### src/rtl/rec_sequencer.sv
// Beat-recorder session controller: debounced KEY0 start/stop, note timestamping into
// {note, tick delta} events, and arbitration of the shared recording-memory port.
module rec_sequencer #(
  parameter int TICK_DIV     = 50000,
  parameter int DEBOUNCE_CYC = 1000000,
  parameter int ADDR_W       = 8,
  parameter int DELTA_W      = 16,
  parameter int NOTE_W       = 8
) (
  input  logic                      CLOCK_50,
  input  logic                      resetn,
  input  logic                      rec_key_n,
  input  logic [2:0]                sw_slot,
  input  logic                      note_valid,
  input  logic [NOTE_W-1:0]         note_code,
  input  logic                      rd_req,
  input  logic [1:0]                rd_slot,
  input  logic [ADDR_W-1:0]         rd_addr,
  output logic                      rd_gnt,
  output logic                      mem_we,
  output logic                      mem_re,
  output logic [ADDR_W+1:0]         mem_addr,
  output logic [NOTE_W+DELTA_W-1:0] mem_wdata,
  output logic [3*(ADDR_W+1)-1:0]   slot_len,
  output logic                      recording,
  output logic [1:0]                rec_slot
);

  localparam int PRE_W = (TICK_DIV > 1) ? $clog2(TICK_DIV) : 1;
  localparam int DEB_W = $clog2(DEBOUNCE_CYC + 1);
  localparam logic [PRE_W-1:0]  PRE_LAST  = PRE_W'(TICK_DIV - 1);
  localparam logic [DEB_W-1:0]  DEB_LOAD  = DEB_W'(DEBOUNCE_CYC);
  localparam logic [ADDR_W-1:0] ADDR_LAST = ADDR_W'((2 ** ADDR_W) - 2);

  typedef enum logic [1:0] {S_IDLE, S_REC, S_FLUSH, S_COMMIT} state_t;

  state_t                    r_state, w_state_nxt;
  logic                      r_key_s1, r_key_s2, r_key_s3;
  logic [DEB_W-1:0]          r_deb;
  logic [PRE_W-1:0]          r_pre;
  logic [DELTA_W-1:0]        r_delta;
  logic [ADDR_W-1:0]         r_addr;
  logic [1:0]                r_rec_slot;
  logic [ADDR_W:0]           r_len [3];
  logic                      r_mem_we, r_mem_re, r_rd_gnt;
  logic [ADDR_W+1:0]         r_mem_addr;
  logic [NOTE_W+DELTA_W-1:0] r_mem_wdata;

  logic       w_press, w_slot_ok, w_note, w_wr, w_start;
  logic [1:0] w_slot_dec;

  // Press is a synced falling edge outside the debounce window
  assign w_press = r_key_s3 & ~r_key_s2 & (r_deb == '0);
  assign w_note  = (r_state == S_REC) & note_valid;
  assign w_wr    = w_note | (r_state == S_FLUSH);
  assign w_start = (r_state == S_IDLE) & (w_state_nxt == S_REC);

  always_comb begin
    w_slot_ok  = 1'b1;
    w_slot_dec = 2'd0;
    case (sw_slot)
      3'b001:  w_slot_dec = 2'd0;
      3'b010:  w_slot_dec = 2'd1;
      3'b100:  w_slot_dec = 2'd2;
      default: w_slot_ok  = 1'b0;
    endcase
  end

  always_comb begin
    w_state_nxt = r_state;
    case (r_state)
      S_IDLE:   if (w_press && w_slot_ok) w_state_nxt = S_REC;
      S_REC:    if (w_press || (w_note && r_addr == ADDR_LAST)) w_state_nxt = S_FLUSH;
      S_FLUSH:  w_state_nxt = S_COMMIT;
      S_COMMIT: w_state_nxt = S_IDLE;
      default:  w_state_nxt = S_IDLE;
    endcase
  end

  always_ff @(posedge CLOCK_50 or negedge resetn) begin
    if (!resetn) begin
      r_state  <= S_IDLE;
      r_key_s1 <= 1'b1;
      r_key_s2 <= 1'b1;
      r_key_s3 <= 1'b1;
      r_deb    <= '0;
    end else begin
      r_state  <= w_state_nxt;
      r_key_s1 <= rec_key_n;
      r_key_s2 <= r_key_s1;
      r_key_s3 <= r_key_s2;
      if (w_press)          r_deb <= DEB_LOAD;
      else if (r_deb != '0) r_deb <= r_deb - 1'b1;
    end
  end

  always_ff @(posedge CLOCK_50 or negedge resetn) begin
    if (!resetn) begin
      r_pre      <= '0;
      r_delta    <= '0;
      r_addr     <= '0;
      r_rec_slot <= '0;
      for (int s = 0; s < 3; s++) r_len[s] <= '0;
    end else if (w_start) begin
      r_pre      <= '0;
      r_delta    <= '0;
      r_addr     <= '0;
      r_rec_slot <= w_slot_dec;
      for (int s = 0; s < 3; s++) if (w_slot_dec == 2'(s)) r_len[s] <= '0;
    end else if (r_state == S_REC) begin
      r_pre <= (r_pre == PRE_LAST) ? '0 : r_pre + 1'b1;
      // A note restarts the delta even if a tick lands in the same cycle
      if (w_note) begin
        r_addr  <= r_addr + 1'b1;
        r_delta <= '0;
      end else if (r_pre == PRE_LAST && r_delta != '1) begin
        r_delta <= r_delta + 1'b1;
      end
    end else if (r_state == S_COMMIT) begin
      for (int s = 0; s < 3; s++) if (r_rec_slot == 2'(s)) r_len[s] <= {1'b0, r_addr};
    end
  end

  // Writes win the port; a read waits one cycle per write and is never granted twice
  always_ff @(posedge CLOCK_50 or negedge resetn) begin
    if (!resetn) begin
      r_mem_we    <= 1'b0;
      r_mem_re    <= 1'b0;
      r_rd_gnt    <= 1'b0;
      r_mem_addr  <= '0;
      r_mem_wdata <= '0;
    end else begin
      r_mem_we <= w_wr;
      r_mem_re <= 1'b0;
      r_rd_gnt <= 1'b0;
      if (w_wr) begin
        r_mem_addr  <= {r_rec_slot, r_addr};
        r_mem_wdata <= {(w_note ? note_code : {NOTE_W{1'b0}}), r_delta};
      end else if (rd_req && !r_rd_gnt) begin
        r_mem_re   <= 1'b1;
        r_rd_gnt   <= 1'b1;
        r_mem_addr <= {rd_slot, rd_addr};
      end
    end
  end

  assign mem_we    = r_mem_we;
  assign mem_re    = r_mem_re;
  assign rd_gnt    = r_rd_gnt;
  assign mem_addr  = r_mem_addr;
  assign mem_wdata = r_mem_wdata;
  assign slot_len  = {r_len[2], r_len[1], r_len[0]};
  assign recording = (r_state == S_REC) || (r_state == S_FLUSH);
  assign rec_slot  = r_rec_slot;

endmodule

### config.mk
export PLATFORM = sky130hd
export DESIGN_NAME = rec_sequencer
export DESIGN_NICKNAME = d
export VERILOG_FILES = /design/src/rtl/rec_sequencer.sv
export SDC_FILE = /design/constraint.sdc
export NUM_CORES = 1
export LEC_CHECK = 0
export BUFFER_PORTS_ARGS = -buffer_cell sky130_fd_sc_hd__buf_2
export CAP_MARGIN = 10
export CELL_PAD_IN_SITES_DETAIL_PLACEMENT = 0
export CELL_PAD_IN_SITES_GLOBAL_PLACEMENT = 1
export CORE_UTILIZATION = 40
export DETAILED_ROUTE_END_ITERATION = 10
export GPL_TIMING_DRIVEN = 0
export HOLD_SLACK_MARGIN = 0.12
export PLACE_DENSITY = 0.85
export SLEW_MARGIN = 10
export SYNTH_ARGS = -nofsm -noshare
export SYNTH_HDL_FRONTEND = slang
export SYNTH_SLANG_ARGS = --single-unit
### constraint.sdc
create_clock -name CLOCK_50 -period 2.4 [get_ports CLOCK_50]
set_input_delay 0.36 -clock CLOCK_50 [delete_from_list [all_inputs] [get_ports CLOCK_50]]
set_output_delay 0.36 -clock CLOCK_50 [all_outputs]
set_load 0.03 [all_outputs]
== After elaboration in Yosys (flattened, before gate mapping) ==
Index checks and enable logic that the tools add are counted.
Widths: inputs -> output; s select.

* Register bits after elaboration: 130
* Output and inout bits: 67
* Bits of input ports: 26
* Word-level logic and storage cells: 102

* Mux-type cells: 31
* Bitwise logic cells: 6
* Reduce and logical (&&, ||, !) cells: 27
* Eq/ne operators: 18
* $add $sub $neg: 4

{| class="wikitable"
|+ Operators by type and width
! cell !! number
|-
| $mux 16 || 7
|-
| $mux 27 || 3
|-
| $mux 9 || 6
|-
| $mux 20 || 2
|-
| $add 16x1->16 const B || 2
|-
| $mux 8 || 4
|-
| $logic_not 20->1 || 1
|-
| $mux 10 || 2
|-
| $reduce_bool 20->1 || 1
|-
| $sub 20x1->20 const B || 1
|-
| $eq 16x16->1 const B || 1
|-
| $ne 16x16->1 const B || 1
|-
| $reduce_bool 2->1 || 8
|-
| $reduce_and 4->1 || 3
|-
| $add 8x1->8 const B || 1
|-
| $eq 2x1->1 const B || 4
|-
| $eq 2x2->1 const B || 4
|-
| $eq 8x8->1 const B || 1
|-
| $pmux 2 s4 || 1
|-
| $logic_not 2->1 || 3
|-
| $ne 2x1->1 const B || 3
|-
| $and 1x1->1 || 4
|-
| $logic_and 1x1->1 || 4
|-
| $mux 2 || 2
|-
| 13 further kinds || 17
|}

== Depth between registers and ports, before layout ==
Gate-level depths: netlist (run 1).

* Depth in word-level cells: 10
* Gate-level depth with buffers: 10
* Gate-level depth less buffers: 7

== Worst setup path before layout (run 1) ==
No wires, ideal clock.

* Kind: register -> register
* Start point: register r_state[0]
* End point: register r_len, in the netlist slot_len[18]
* Library setup time: 0.066 ns
* Buffers on the path: 3
* Setup slack: 0.002 ns
* Data arrival time: 2.332 ns
* Cell stages (with the launch flop): 10
* Cells stage by stage: dfrtp_1 inv_1 ha_1 clkbuf_1 and3b_1 clkbuf_1 or2_2 buf_1 nor3b_1 a22o_1

* Longest elaborated chain between the ends: 10

{| class="wikitable"
|+ Ends and longest elaborated chain
! what !! RTL line !! source
|-
| from (decl) || 37 || <nowiki>state_t r_state, w_state_nxt;</nowiki>
|-
| from (signal assigned) || 88 || <nowiki>r_state <= w_state_nxt;</nowiki>
|-
| $eq 2x1->1 || 54, 71, 110 ||
|-
| $and 1x1->1 || 54 || <nowiki>assign w_note = (r_state == S_REC) & note_valid;</nowiki>
|-
| $logic_and 1x1->1 || 73 || <nowiki>S_REC: if (w_press || (w_note && r_addr == ADDR_LAST)) w_state_nxt = S_FLUSH;</nowiki>
|-
| $logic_or 1x1->1 || 73 ||
|-
| $mux 2 || 73 ||
|-
| $pmux 2 s4 || 71 || <nowiki>case (r_state)</nowiki>
|-
| $eq 2x1->1 || 56 || <nowiki>assign w_start = (r_state == S_IDLE) & (w_state_nxt == S_REC);</nowiki>
|-
| $and 1x1->1 || 56 ||
|-
| $ne 2x1->1 (no source line) (tied with other cells) || - ||
|-
| $reduce_and 4->1 (no source line) || - ||
|-
| to (decl) || 44 || <nowiki>logic [ADDR_W:0] r_len [3];</nowiki>
|}

Parallel ways exist; a longest one is shown, timed or not.
A chain may end at the register's enable or synchronous reset.

== Worst setup path after layout (run 1) ==
* Start point: register r_deb[1]
* End point: register r_len, in the netlist slot_len[0]

* Longest elaborated chain between the ends: 9

{| class="wikitable"
|+ Ends and longest elaborated chain
! what !! RTL line !! source
|-
| from (decl) || 39 || <nowiki>logic [DEB_W-1:0] r_deb;</nowiki>
|-
| from (signal assigned) || 93 || <nowiki>else if (r_deb != '0) r_deb <= r_deb - 1'b1;</nowiki>
|-
| $logic_not 20->1 (*) || 53 || <nowiki>assign w_press = r_key_s3 & ~r_key_s2 & (r_deb == '0);</nowiki>
|-
| $and 1x1->1 (*) || 53 ||
|-
| $logic_or 1x1->1 / $logic_and 1x1->1 (equally long branches) || 73, 72 ||
|-
| $mux 2 (on tied branches) || 73, 72 ||
|-
| $pmux 2 s4 (*) || 71 ||
|-
| $eq 2x1->1 (*) || 56 ||
|-
| $and 1x1->1 (*) || 56 ||
|-
| $ne 2x1->1 (no source line) (tied with other cells) || - ||
|-
| $reduce_and 4->1 (no source line) || - ||
|}

Mark *: on every way between the ends. The rest lies on a longest branch, timed or not.

==> results of run 1 <==
-- area by class of cell --
class / instances / area, um2
fillers: 1297 / 7190
flip-flops and latches: 127 / 3180
multi-input cells: 421 / 2940
repair buffers: 120 / 748
clock buffers: 18 / 429
well taps: 188 / 235
clock inverters: 14 / 183
plain buffers: 26 / 160
inverters: 21 / 78.8
-- report_power, final --
| part | internal (mW) | switching, mW | leakage (nW) |
|---|---|---|---|
| Combinational | 0.784 | 1.42 | 1.74 |
| Clock | 1.65 | 1.00 | 0.282 |
| Sequential | 2.48 | 0.290 | 1.67 |
| Total | 4.91 | 2.71 | 3.69 |
-- path summary, 6_finish.rpt --
kind	from	slack, ns	endpoint
max	r_deb[1]	-0.06	slot_len[0]
min	note_code[2]	0.15	mem_wdata[18]
max reg2reg	r_deb[1]	-0.06	slot_len[0]
min reg2reg	r_key_s1	0.36	r_key_s2
max in group asynchronous	resetn	1.24	mem_wdata[2]
min in group asynchronous	resetn	0.40	r_deb[3]
-- placed cells by master, fill, tap and decap left out, drive strengths merged, types with 21 or more instances in the layout --
master    n
a21oi    26
a22o     25
buf     129
clkbuf   33
dfrtp   124
inv      25
nand2    52
nand3    24
nor2     61
o21ai    31
xor2     21
-- per-stage QoR --
step                      area, um2  hold WS [ns]  instances  worst slack, ns
after floorplan                6180        0.0644        598          0.00188
final                          7960         0.146        935          -0.0642
after global routing           7960         0.146        935           -0.167
after CTS                      7680         0.132        918          0.00414
after detailed placement       6890         0.285        876           -0.530
after global placement         6860         0.346        875           -0.581
-- cell families (layout without fill, tap and decap cells) --
| family | count (synthesis) | after routing | share of synthesized area |
|---|---|---|---|
| other | 1 | 3 | 0.000608 |
| AO/OA/AOI/OAI | 122 | 122 | 0.141 |
| flip-flops | 127 | 127 | 0.516 |
| adder cells (fa/ha/maj) | 11 | 11 | 0.0223 |
| AND/OR/NAND/NOR | 233 | 233 | 0.206 |
| multiplexers | 21 | 21 | 0.0355 |
| buffers and inverters | 50 | 199 | 0.0343 |
| XOR/XNOR | 31 | 31 | 0.0440 |
-- flip-flops by register name (all words and copies together), names as in the netlist --
name	flops
r_pre	16
r_key_s1	1
r_addr	8
r_delta	16
r_state	2
r_key_s3	1
slot_len	24
mem_addr	10
rd_gnt	1
r_key_s2	1
mem_wdata	24
rec_slot	2
r_deb	20
mem_we	1
-- metal layers --
metal	vias up	part of all wire	track usage	wire length [um]
met5	-	0	0	0
met2	121	0.50	0.317	7440
met4	0	0.014	0.0836	209
li1	2429	-	-	-
met1	2557	0.45	0.241	6610
met3	22	0.033	0.0446	487
-- what timing repair did --
action,in CTS,in global routing
endpoints found under the hold margin,34,0
pin swaps,7,26
setup endpoints to repair,91,94
resized for setup,19,45
hold buffers,2,0
buffers inserted,9,17
gates cloned,0,2
-- worst max-delay path: stages (launching register included) --
cell and delay [ns]:
sky130_fd_sc_hd__dfrtp_1 0.39, sky130_fd_sc_hd__inv_2 0.09, sky130_fd_sc_hd__ha_4 0.12, sky130_fd_sc_hd__or4b_4 0.50, sky130_fd_sc_hd__nor4_4 0.38, sky130_fd_sc_hd__nand3_2 0.18, sky130_fd_sc_hd__buf_8 0.18, sky130_fd_sc_hd__nor3b_4 0.16
sky130_fd_sc_hd__buf_6 0.14, sky130_fd_sc_hd__a22o_1 0.22
==> Flow_metrics.wiki, run 1 <==
{| class="wikitable"
! Metric !! Value
|-
| Global-route wire length before repair || roughly 24 mm
|-
| Number of levels the H-tree was split into || 4
|-
| Total global routing overflow || 0
|-
| Syn Inst Count || slightly below 600
|-
| Worst Slack Setup Final || -0.0642 ns
|-
| Ratio of final minimum period to clock period || 1.03
|-
| Worst-case reg-to-reg path depth || 9
|-
| Largest fanout on the critical path || 8
|-
| Number of flip-flops and latches in the synthesized netlist || about 130
|-
| Ports || 93
|-
| Maximum clock frequency || roughly 0.41 GHz
|-
| Distinct cell type count of the synthesized netlist || 66
|-
| Width of the chip || between 100 and 150 um
|-
| Portion of synthesized cell area occupied by the leading cell type || 0.503
|-
| Maximum clock skew at final layout || roughly 0.0089 ns
|-
| ANT cells || 0
|-
| DRC violations left || 0
|-
| DRC marker count from the first detailed-route iteration || 294
|-
| Most area-consuming cells after synthesis || sky130_fd_sc_hd__dfrtp_1 50%, sky130_fd_sc_hd__nor2_1 3.7%, sky130_fd_sc_hd__a22o_1 3.5%
|-
| Number of port buffers || between 80 and 90
|-
| Cells on Worst Hold Path || 3
|-
| Vias in the first global route || approximately 4900
|-
| Critical Path Source Type || flip-flop
|-
| Most common flop cell mapped by yosys || sky130_fd_sc_hd__dfrtp_1
|-
| Via count normalized by instance count || roughly 5.5
|-
| Final count of hold timing violations || 0
|-
| Finished Core Util || 0.525
|-
| Synthesis-to-finish area growth || 29.0%
|-
| Kind of path behind the tightest hold check || input port to flip-flop
|-
| NumNets Final || around 770
|-
| Maximum resistive drop on vdd || around 0.63 mV
|-
| Worst Tran Pin Value || between 0.8 and 0.9 ns
|-
| Initial core utilization || 0.407
|-
| Via Count || ~5100
|-
| Most used standard cell by instance count after synthesis || sky130_fd_sc_hd__dfrtp_1
|-
| Antenna violations before repair || 0
|-
| Number of cell rows || 45
|-
| Share of flip-flops with an asynchronous set or reset after synthesis || 1.00
|-
| TritonCTS clock tree || built
|-
| Remaining number of nets flagged by the antenna check after routing || 0
|-
| Count of flip-flops with a built-in enable after synthesis || 0
|-
| Worst max-slew margin expressed relative to the limit || 0.428
|-
| Crit. End Element || flip-flop
|-
| Number of clock sinks || between 100 and 150
|-
| Crit path kind || flip-flop to flip-flop
|-
| Yosys warns || 0
|-
| Post-DR wirelength/cell || 15.8 um
|-
| Final setup violation count || 18
|-
| Clock network latency to the later pin of the worst-skew pair || between 0.4 and 0.5 ns
|-
| CTS buffer count || 17
|-
| Synth cell count leaders || 124 x sky130_fd_sc_hd__dfrtp_1, 60 x sky130_fd_sc_hd__nor2_1, 51 x sky130_fd_sc_hd__nand2_1
|-
| Cell area after technology mapping || around 6000 um2
|-
| Unrepaired setup endpoints after global routing || true
|-
| First-pass detailed-route iteration total || 4
|-
| Max Cap Viol || 0
|-
| Layout cell share with drive strength beyond 1 || 0.290
|-
| Root Driver || sky130_fd_sc_hd__clkbuf_16
|-
| Cell type with the highest aggregate area in the netlist || sky130_fd_sc_hd__dfrtp_1
|-
| Post-detailed-placement half-perimeter wirelength || roughly 10 mm
|-
| Floorplan Core Area || 15100 um2
|-
| Mean instance size in the synthesized netlist || around 10 um2
|-
| Violated checks || setup timing
|-
| Overall global routing resource usage || 0.192
|-
| Total power density per cell area || ~960 nW/um2
|-
| Vertical die dimension || 126 um
|-
| Reg clk slew, reported paths || around 0.060 ns
|-
| Total power consumption of the routed design || 7.62 mW
|-
| CP Data Arrival Time || around 2.8 ns
|-
| Detailed-route wire length || 14.7 mm
|-
| Die footprint || about 16000 um2
|-
| Largest net degree at the start of global routing || 92
|-
| Final min period || 2.46 ns
|-
| Final-layout setup total negative slack || -0.489 ns
|-
| Endpoint required time on the critical path || 2.71 ns
|-
| Sequential element share of the synthesized area || 0.516
|-
| Max Buffers Root-to-Sink || 2
|-
| Status || finished with violations
|-
| Global placer's final weighted congestion || roughly 0.8
|-
| Pins Over Slew Limit || 0
|-
| Leakage Power || 3.69 nW
|}
(Power assumes the default switching activity.)
==> inputs of run 2 (changes only) <==
--- a/config.mk
+++ b/config.mk
@@ -9,11 +9,12 @@
 export CAP_MARGIN = 10
 export CELL_PAD_IN_SITES_DETAIL_PLACEMENT = 0
 export CELL_PAD_IN_SITES_GLOBAL_PLACEMENT = 1
+export CORE_MARGIN = 2
 export CORE_UTILIZATION = 40
 export DETAILED_ROUTE_END_ITERATION = 10
 export GPL_TIMING_DRIVEN = 0
 export HOLD_SLACK_MARGIN = 0.12
-export PLACE_DENSITY = 0.85
+export PLACE_DENSITY_LB_ADDON = 0.08
 export SLEW_MARGIN = 10
 export SYNTH_ARGS = -nofsm -noshare
 export SYNTH_HDL_FRONTEND = slang
==> run 2 against run 1 <==
The run now ends clean. Die area increased by 3.2%. Routed wire length rose by 1.3%. Utilization decreased by 0.73 points. Via count is 2.6% lower. Clock power down 3%. Sequential power about the same. Final area fell by 1.4%.
==> Flow_metrics.wiki, run 2 (synthesis results as in run 1) <==
{| class="wikitable"
! Metric !! Value
|-
| Maximum resistive drop on vdd || ~0.57 mV
|-
| Number of cell rows || 45
|-
| Cell breakdown of the critical path || inv_2 -> ha_4 -> or4b_4 -> or4_4 -> nor2_4 -> a311oi_4 -> buf_6 -> a22o_1
|-
| Root Driver || sky130_fd_sc_hd__clkbuf_16
|-
| Global-route wire length before repair || roughly 25 mm
|-
| Minimum setup slack after placement || -0.704 ns
|-
| Total global routing overflow || 0
|-
| Synthesis-to-finish area growth || 27.2%
|-
| Detailed-route wire length || roughly 15 mm
|-
| Number of levels the H-tree was split into || 4
|-
| Die footprint || 16400 um2
|-
| Reg2Reg Setup Slack || approximately 0.034 ns
|-
| Reg clk slew, reported paths || around 0.060 ns
|-
| Largest delay share family, worst path || simple AND/OR/NAND/NOR gates
|-
| Largest net degree at the start of global routing || 79
|-
| Clock network latency to the later pin of the worst-skew pair || 0.42 ns
|-
| Dpl cell area || about 7000 um2
|-
| Ports || between 90 and 100
|-
| Remaining number of nets flagged by the antenna check after routing || 0
|-
| ANT cells || 0
|-
| Largest fanout on the critical path || 8
|-
| Antenna violations before repair || 0
|-
| Status || completed
|-
| Critical Path Source Type || flip-flop
|-
| CP Data Arrival Time || approximately 2.7 ns
|-
| Maximum clock frequency || between 0.4 and 0.5 GHz
|-
| Leading cell types in the layout, fill and taps excluded || 122 x sky130_fd_sc_hd__dfrtp_1, 88 x sky130_fd_sc_hd__buf_2, 60 x sky130_fd_sc_hd__nor2_1
|-
| Crit-path max cell delay || around 0.5 ns
|-
| Vertical die dimension || 128 um
|-
| Max Buffers Root-to-Sink || 2
|-
| Most common library cell in the layout ignoring fill and taps || sky130_fd_sc_hd__dfrtp_1
|-
| Number of port buffers || a little under 90
|-
| Kind of path behind the tightest hold check || input port to flip-flop
|-
| Worst Slack Setup Final || approximately 0.034 ns
|-
| Final instance area || between 7000 and 8000 um2
|-
| Via Count || around 5000
|-
| Worst max-slew margin expressed relative to the limit || 0.349
|-
| Post-detailed-placement half-perimeter wirelength || 10.2 mm
|-
| DRC violations left || 0
|-
| Via count normalized by instance count || 5.41
|-
| Hold Slack || between 0.1 and 0.15 ns
|-
| Vias in the first global route || 4796
|-
| Crit. End Element || flip-flop
|-
| Finished Core Util || 0.518
|-
| Met1 layer usage reported by global route || 0.260
|-
| Total power consumption of the routed design || between 7 and 8 mW
|-
| Layout cell share with drive strength beyond 1 || 0.276
|-
| Buf/Inv on CP || 2
|-
| Worst Tran Pin Value || 0.968 ns
|-
| Library cell contributing the largest single delay on the critical path || sky130_fd_sc_hd__or4b_4
|-
| CTS buffer count || 17
|-
| Layer with the highest usage || met2
|-
| Global Route met2 Usage || 0.299
|-
| Global placer's final weighted congestion || roughly 0.8
|-
| Overall global routing resource usage || 0.191
|-
| Final count of hold timing violations || 0
|-
| DRC marker count from the first detailed-route iteration || around 240
|-
| Pins Over Slew Limit || 0
|-
| TritonCTS clock tree || built
|-
| Final setup violation count || 0
|-
| Met3 Track Usage GR || 0.0426
|-
| Final min period || 2.37 ns
|-
| Number of clock sinks || about 130
|-
| Max Cap Viol || 0
|-
| Endpoint required time on the critical path || between 2 and 3 ns
|-
| Crit path kind || flip-flop to flip-flop
|-
| Total power density per cell area || ~950 nW/um2
|-
| Initial core utilization || 0.407
|-
| Floorplan Core Area || roughly 15000 um2
|-
| Width of the chip || 128 um
|-
| Post-DR wirelength/cell || roughly 16 um
|-
| Unrepaired setup endpoints after global routing || true
|-
| Maximum clock skew at final layout || ~0.0064 ns
|-
| Leakage Power || 3.63 nW
|-
| First-pass detailed-route iteration total || 4
|-
| Ratio of final minimum period to clock period || 0.986
|-
| NumNets Final || 760
|}
## run 2: cell types whose count changed in the layout (fill, tap and decap cells not counted), moves of 2 or more
| cell | change |
|---|---|
| sky130_fd_sc_hd__buf_6 | -4 |
| sky130_fd_sc_hd__inv_6 | -4 |
| sky130_fd_sc_hd__clkinv_2 | +4 |
| sky130_fd_sc_hd__buf_4 | -7 |
| sky130_fd_sc_hd__clkbuf_1 | +2 |
| sky130_fd_sc_hd__nand3_1 | +2 |
## run 2: worst register-to-register path, delay by kind of cell (launching register included)
kind	cells	cell delay, ns
AOI/OAI and AO/OA	2	0.29
and+or+nand+nor	3	1.17
buffers and inverters	2	0.25
adders and majority gates	1	0.12
DFF	1	0.41
## run 2: layout make-up
class                   instances  area, um2
fillers                      1369       7300
clock buffers                  21        450
inverters                      21       78.8
multi-input cells             421       2930
flip-flops and latches        127       3180
plain buffers                  26        154
well taps                     188        235
clock inverters                11        140
repair buffers                109        671
## run 2: repair_timing
item,in CTS,in global routing
endpoints found under the hold margin,75,0
hold buffers,2,0
setup endpoints to repair,98,92
pin swaps,9,20
resized for setup,25,31
cloned,0,0
setup buffers,8,13
## run 2: worst paths after layout
path | from | cells past startpoint | endpoint
max in group asynchronous | resetn | 3 | mem_wdata[20]
worst max-delay path | r_deb[0] | 8 | slot_len[10]
worst max register to register | r_deb[0] | 8 | slot_len[10]
min in group asynchronous | resetn | 2 | mem_wdata[6]
worst min register to register | r_key_s1 | 0 | r_key_s2
worst min-delay path | note_code[6] | 3 | mem_wdata[22]
## run 2: through the flow
stage	setup TNS, ns	instances
after floorplan	0	598
after global placement	-116.77	875
after detailed placement	-33.34	876
after CTS	0	916
after global routing	-0.559	924
final	0	924
## run 2: layer usage
| metal | wire length (um) | part of all wire |
|---|---|---|
| met5 | 0 | 0 |
| met4 | 225 | 0.015 |
| met3 | 561 | 0.038 |
| met2 | 7050 | 0.47 |
| met1 | 7120 | 0.48 |
## run 2: power breakdown
group,switching (mW),internal [mW],leakage [nW]
logic,1.40,0.701,1.68
registers,0.280,2.48,1.67
clock network,0.930,1.65,0.279
total,2.61,4.83,3.63
==> inputs of run 3 (changes only) <==
--- a/config.mk
+++ b/config.mk
@@ -10,7 +10,7 @@
 export CELL_PAD_IN_SITES_DETAIL_PLACEMENT = 0
 export CELL_PAD_IN_SITES_GLOBAL_PLACEMENT = 1
 export CORE_MARGIN = 2
-export CORE_UTILIZATION = 40
+export CORE_UTILIZATION = 45
 export DETAILED_ROUTE_END_ITERATION = 10
 export GPL_TIMING_DRIVEN = 0
 export HOLD_SLACK_MARGIN = 0.12
==> constraint.sdc (replaced) <==
create_clock -name CLOCK_50 -period 2.7 [get_ports CLOCK_50]
set_input_delay 0.405 -clock CLOCK_50 [delete_from_list [all_inputs] [get_ports CLOCK_50]]
set_output_delay 0.405 -clock CLOCK_50 [all_outputs]
set_load 0.03 [all_outputs]
==> run 3 against run 2 <==
Combinational power down 15%. Hold slack better by 0.037 ns. Critical endpoint unchanged. Die area down 11%. Non-clock buffer count shrank 13. First-iteration DRC count rose by 44%. Final area down 3.8%. Fmax shrank 7.4%. Global-route usage is 1.9 points higher.
==> Flow_metrics.wiki, run 3 (synthesis results as in run 1) <==
{| class="wikitable"
! Metric !! Value
|-
| Final count of hold timing violations || 0
|-
| Detailed-route wire length || 14.3 mm
|-
| NumNets Final || around 750
|-
| Global placer's final weighted congestion || 0.824
|-
| Stages on worst setup path || 7
|-
| Pins Over Slew Limit || 0
|-
| Buf/Inv on CP || 1
|-
| Crit-path max cell delay || between 0.5 and 0.6 ns
|-
| Vertical die dimension || between 100 and 150 um
|-
| DRC marker count from the first detailed-route iteration || approximately 340
|-
| Worst-case reg-to-reg path depth || 7
|-
| Floorplan Core Area || roughly 13000 um2
|-
| Die footprint || 14700 um2
|-
| Final instance area || 7550 um2
|-
| Total power consumption of the routed design || around 6.5 mW
|-
| Library cell contributing the largest single delay on the critical path || sky130_fd_sc_hd__or4_4
|-
| Via count normalized by instance count || between 5 and 6
|-
| Cells on Worst Hold Path || 3
|-
| First-pass detailed-route iteration total || 5
|-
| DRC violations left || 0
|-
| Maximum clock frequency || around 0.39 GHz
|-
| Number of cell rows || between 40 and 50
|-
| Post-DR wirelength/cell || between 15 and 20 um
|-
| Total power density per cell area || approximately 860 nW/um2
|-
| Overall global routing resource usage || 0.210
|-
| CTS buffer count || 17
|-
| Most common library cell in the layout ignoring fill and taps || sky130_fd_sc_hd__dfrtp_1
|-
| Max Buffers Root-to-Sink || 2
|-
| Worst Tran Pin Value || ~0.9 ns
|-
| Cell breakdown of the critical path || inv_1 -> ha_1 -> or4b_4 -> or4_4 -> nor2_4 -> a311oi_4 -> a22o_1
|-
| Count of non-filler cells in the finished layout || roughly 900
|-
| Via Count || 4938
|-
| Critical Path Source Type || flip-flop
|-
| Antenna violations before repair || 0
|-
| Worst max-slew margin expressed relative to the limit || 0.404
|-
| Largest delay share family, worst path || simple AND/OR/NAND/NOR gates
|-
| Endpoint required time on the critical path || 3.01 ns
|-
| Crit path kind || flip-flop to flip-flop
|-
| Max Cap Viol || 0
|-
| Vias in the first global route || ~4800
|-
| Maximum clock skew at final layout || 0.00747 ns
|-
| Ratio of final minimum period to clock period || 0.946
|-
| Global-route wire length before repair || 24.2 mm
|-
| Layout cell share with drive strength beyond 1 || 0.239
|-
| CP Data Arrival Time || approximately 2.9 ns
|-
| Initial core utilization || 0.464
|-
| Final min period || 2.55 ns
|-
| Leading cell types in the layout, fill and taps excluded || 124 x sky130_fd_sc_hd__dfrtp_1, 92 x sky130_fd_sc_hd__buf_2, 60 x sky130_fd_sc_hd__nor2_1
|-
| Largest fanout on the critical path || 9
|-
| Crit. End Element || flip-flop
|-
| TritonCTS clock tree || built
|-
| Ports || 93
|-
| Dpl cell area || a little under 7000 um2
|-
| Finished Core Util || 0.568
|-
| Remaining number of nets flagged by the antenna check after routing || 0
|-
| Clock network latency to the later pin of the worst-skew pair || between 0.4 and 0.5 ns
|-
| Number of clock sinks || around 130
|-
| Number of port buffers || ~90
|-
| Synthesis-to-finish area growth || 22.4%
|-
| Root Driver || sky130_fd_sc_hd__clkbuf_16
|-
| Placed Cells || around 860
|-
| Kind of path behind the tightest hold check || input port to flip-flop
|-
| Largest net degree at the start of global routing || just over 90
|-
| Post-detailed-placement half-perimeter wirelength || 9.98 mm
|-
| Status || completed
|-
| Minimum setup slack after placement || -0.392 ns
|-
| Reg clk slew, reported paths || ~0.06 ns
|-
| Width of the chip || between 100 and 150 um
|-
| Final setup violation count || 0
|-
| Worst Slack Setup Final || between 0.1 and 0.15 ns
|-
| Maximum resistive drop on vdd || around 0.64 mV
|-
| Number of levels the H-tree was split into || 4
|-
| Leakage Power || about 3.5 nW
|-
| ANT cells || 0
|-
| Total global routing overflow || 0
|}
[run 3: cell count changes in the layout (fill, tap and decap cells not counted), moves of 3 or more]
cell | before | now
sky130_fd_sc_hd__clkbuf_2 | 6 | 2
sky130_fd_sc_hd__buf_4 | 18 | 6
sky130_fd_sc_hd__clkinv_4 | 0 | 4
sky130_fd_sc_hd__clkinv_2 | 4 | 1
sky130_fd_sc_hd__inv_6 | 0 | 5
sky130_fd_sc_hd__buf_2 | 88 | 92
sky130_fd_sc_hd__buf_6 | 7 | 1
[run 3: metrics by stage]
stage,hold WS [ns],TNS (ns)
final,0.183,0
after global routing,0.181,-0.0320
after CTS,0.173,0
after detailed placement,0.325,-5.44
after global placement,0.347,-55.19
after floorplan,0.109,0
[run 3: cell type report]
type,count,area [um2]
buffer,28,135
clock buffer,18,429
clock inverter,14,159
fill,1211,5740
inverter,21,78.8
multi-input combinational,421,2830
sequential,127,3180
tap,176,220
timing repair buffer,94,514
[run 3: final timing paths]
path	startpoint	endpoint	slack (ns)
min in group asynchronous	resetn	mem_wdata[0]	0.44
max in group asynchronous	resetn	r_key_s2	1.50
setup / recovery	r_deb[0]	slot_len[10]	0.15
hold / removal	note_code[4]	mem_wdata[20]	0.18
setup reg to reg	r_deb[0]	slot_len[10]	0.15
hold reg to reg	r_key_s1	r_key_s2	0.36
[run 3: what timing repair did]
| item | in CTS | in global routing |
|---|---|---|
| setup endpoints to repair | 32 | 84 |
| hold buffers | 2 | 0 |
| gates resized for setup | 5 | 9 |
| setup buffers | 0 | 2 |
| hold endpoints to repair | 36 | 0 |
| pin swaps | 0 | 3 |
[run 3: report_power, final]
group	switching, mW	internal, mW
clock network	0.894	1.37
registers	0.238	2.20
logic	1.20	0.572
[run 3: tightest hold or removal path, delay by kind of cell]
family / cells / cell delay (ns)
AOI/OAI and AO/OA: 1 / 0.05
buffers and inverters: 1 / 0.07
and+or+nand+nor: 1 / 0.03
[run 3: per-layer routing]
metal | wire [um] | track usage | share of wire | vias up
li1 | - | - | - | 2373
met1 | 6770 | 0.292 | 0.47 | 2447
met2 | 6720 | 0.317 | 0.47 | 103
met3 | 550 | 0.0489 | 0.039 | 15
met4 | 224 | 0.0843 | 0.016 | 0
met5 | 0 | 0 | 0 | -
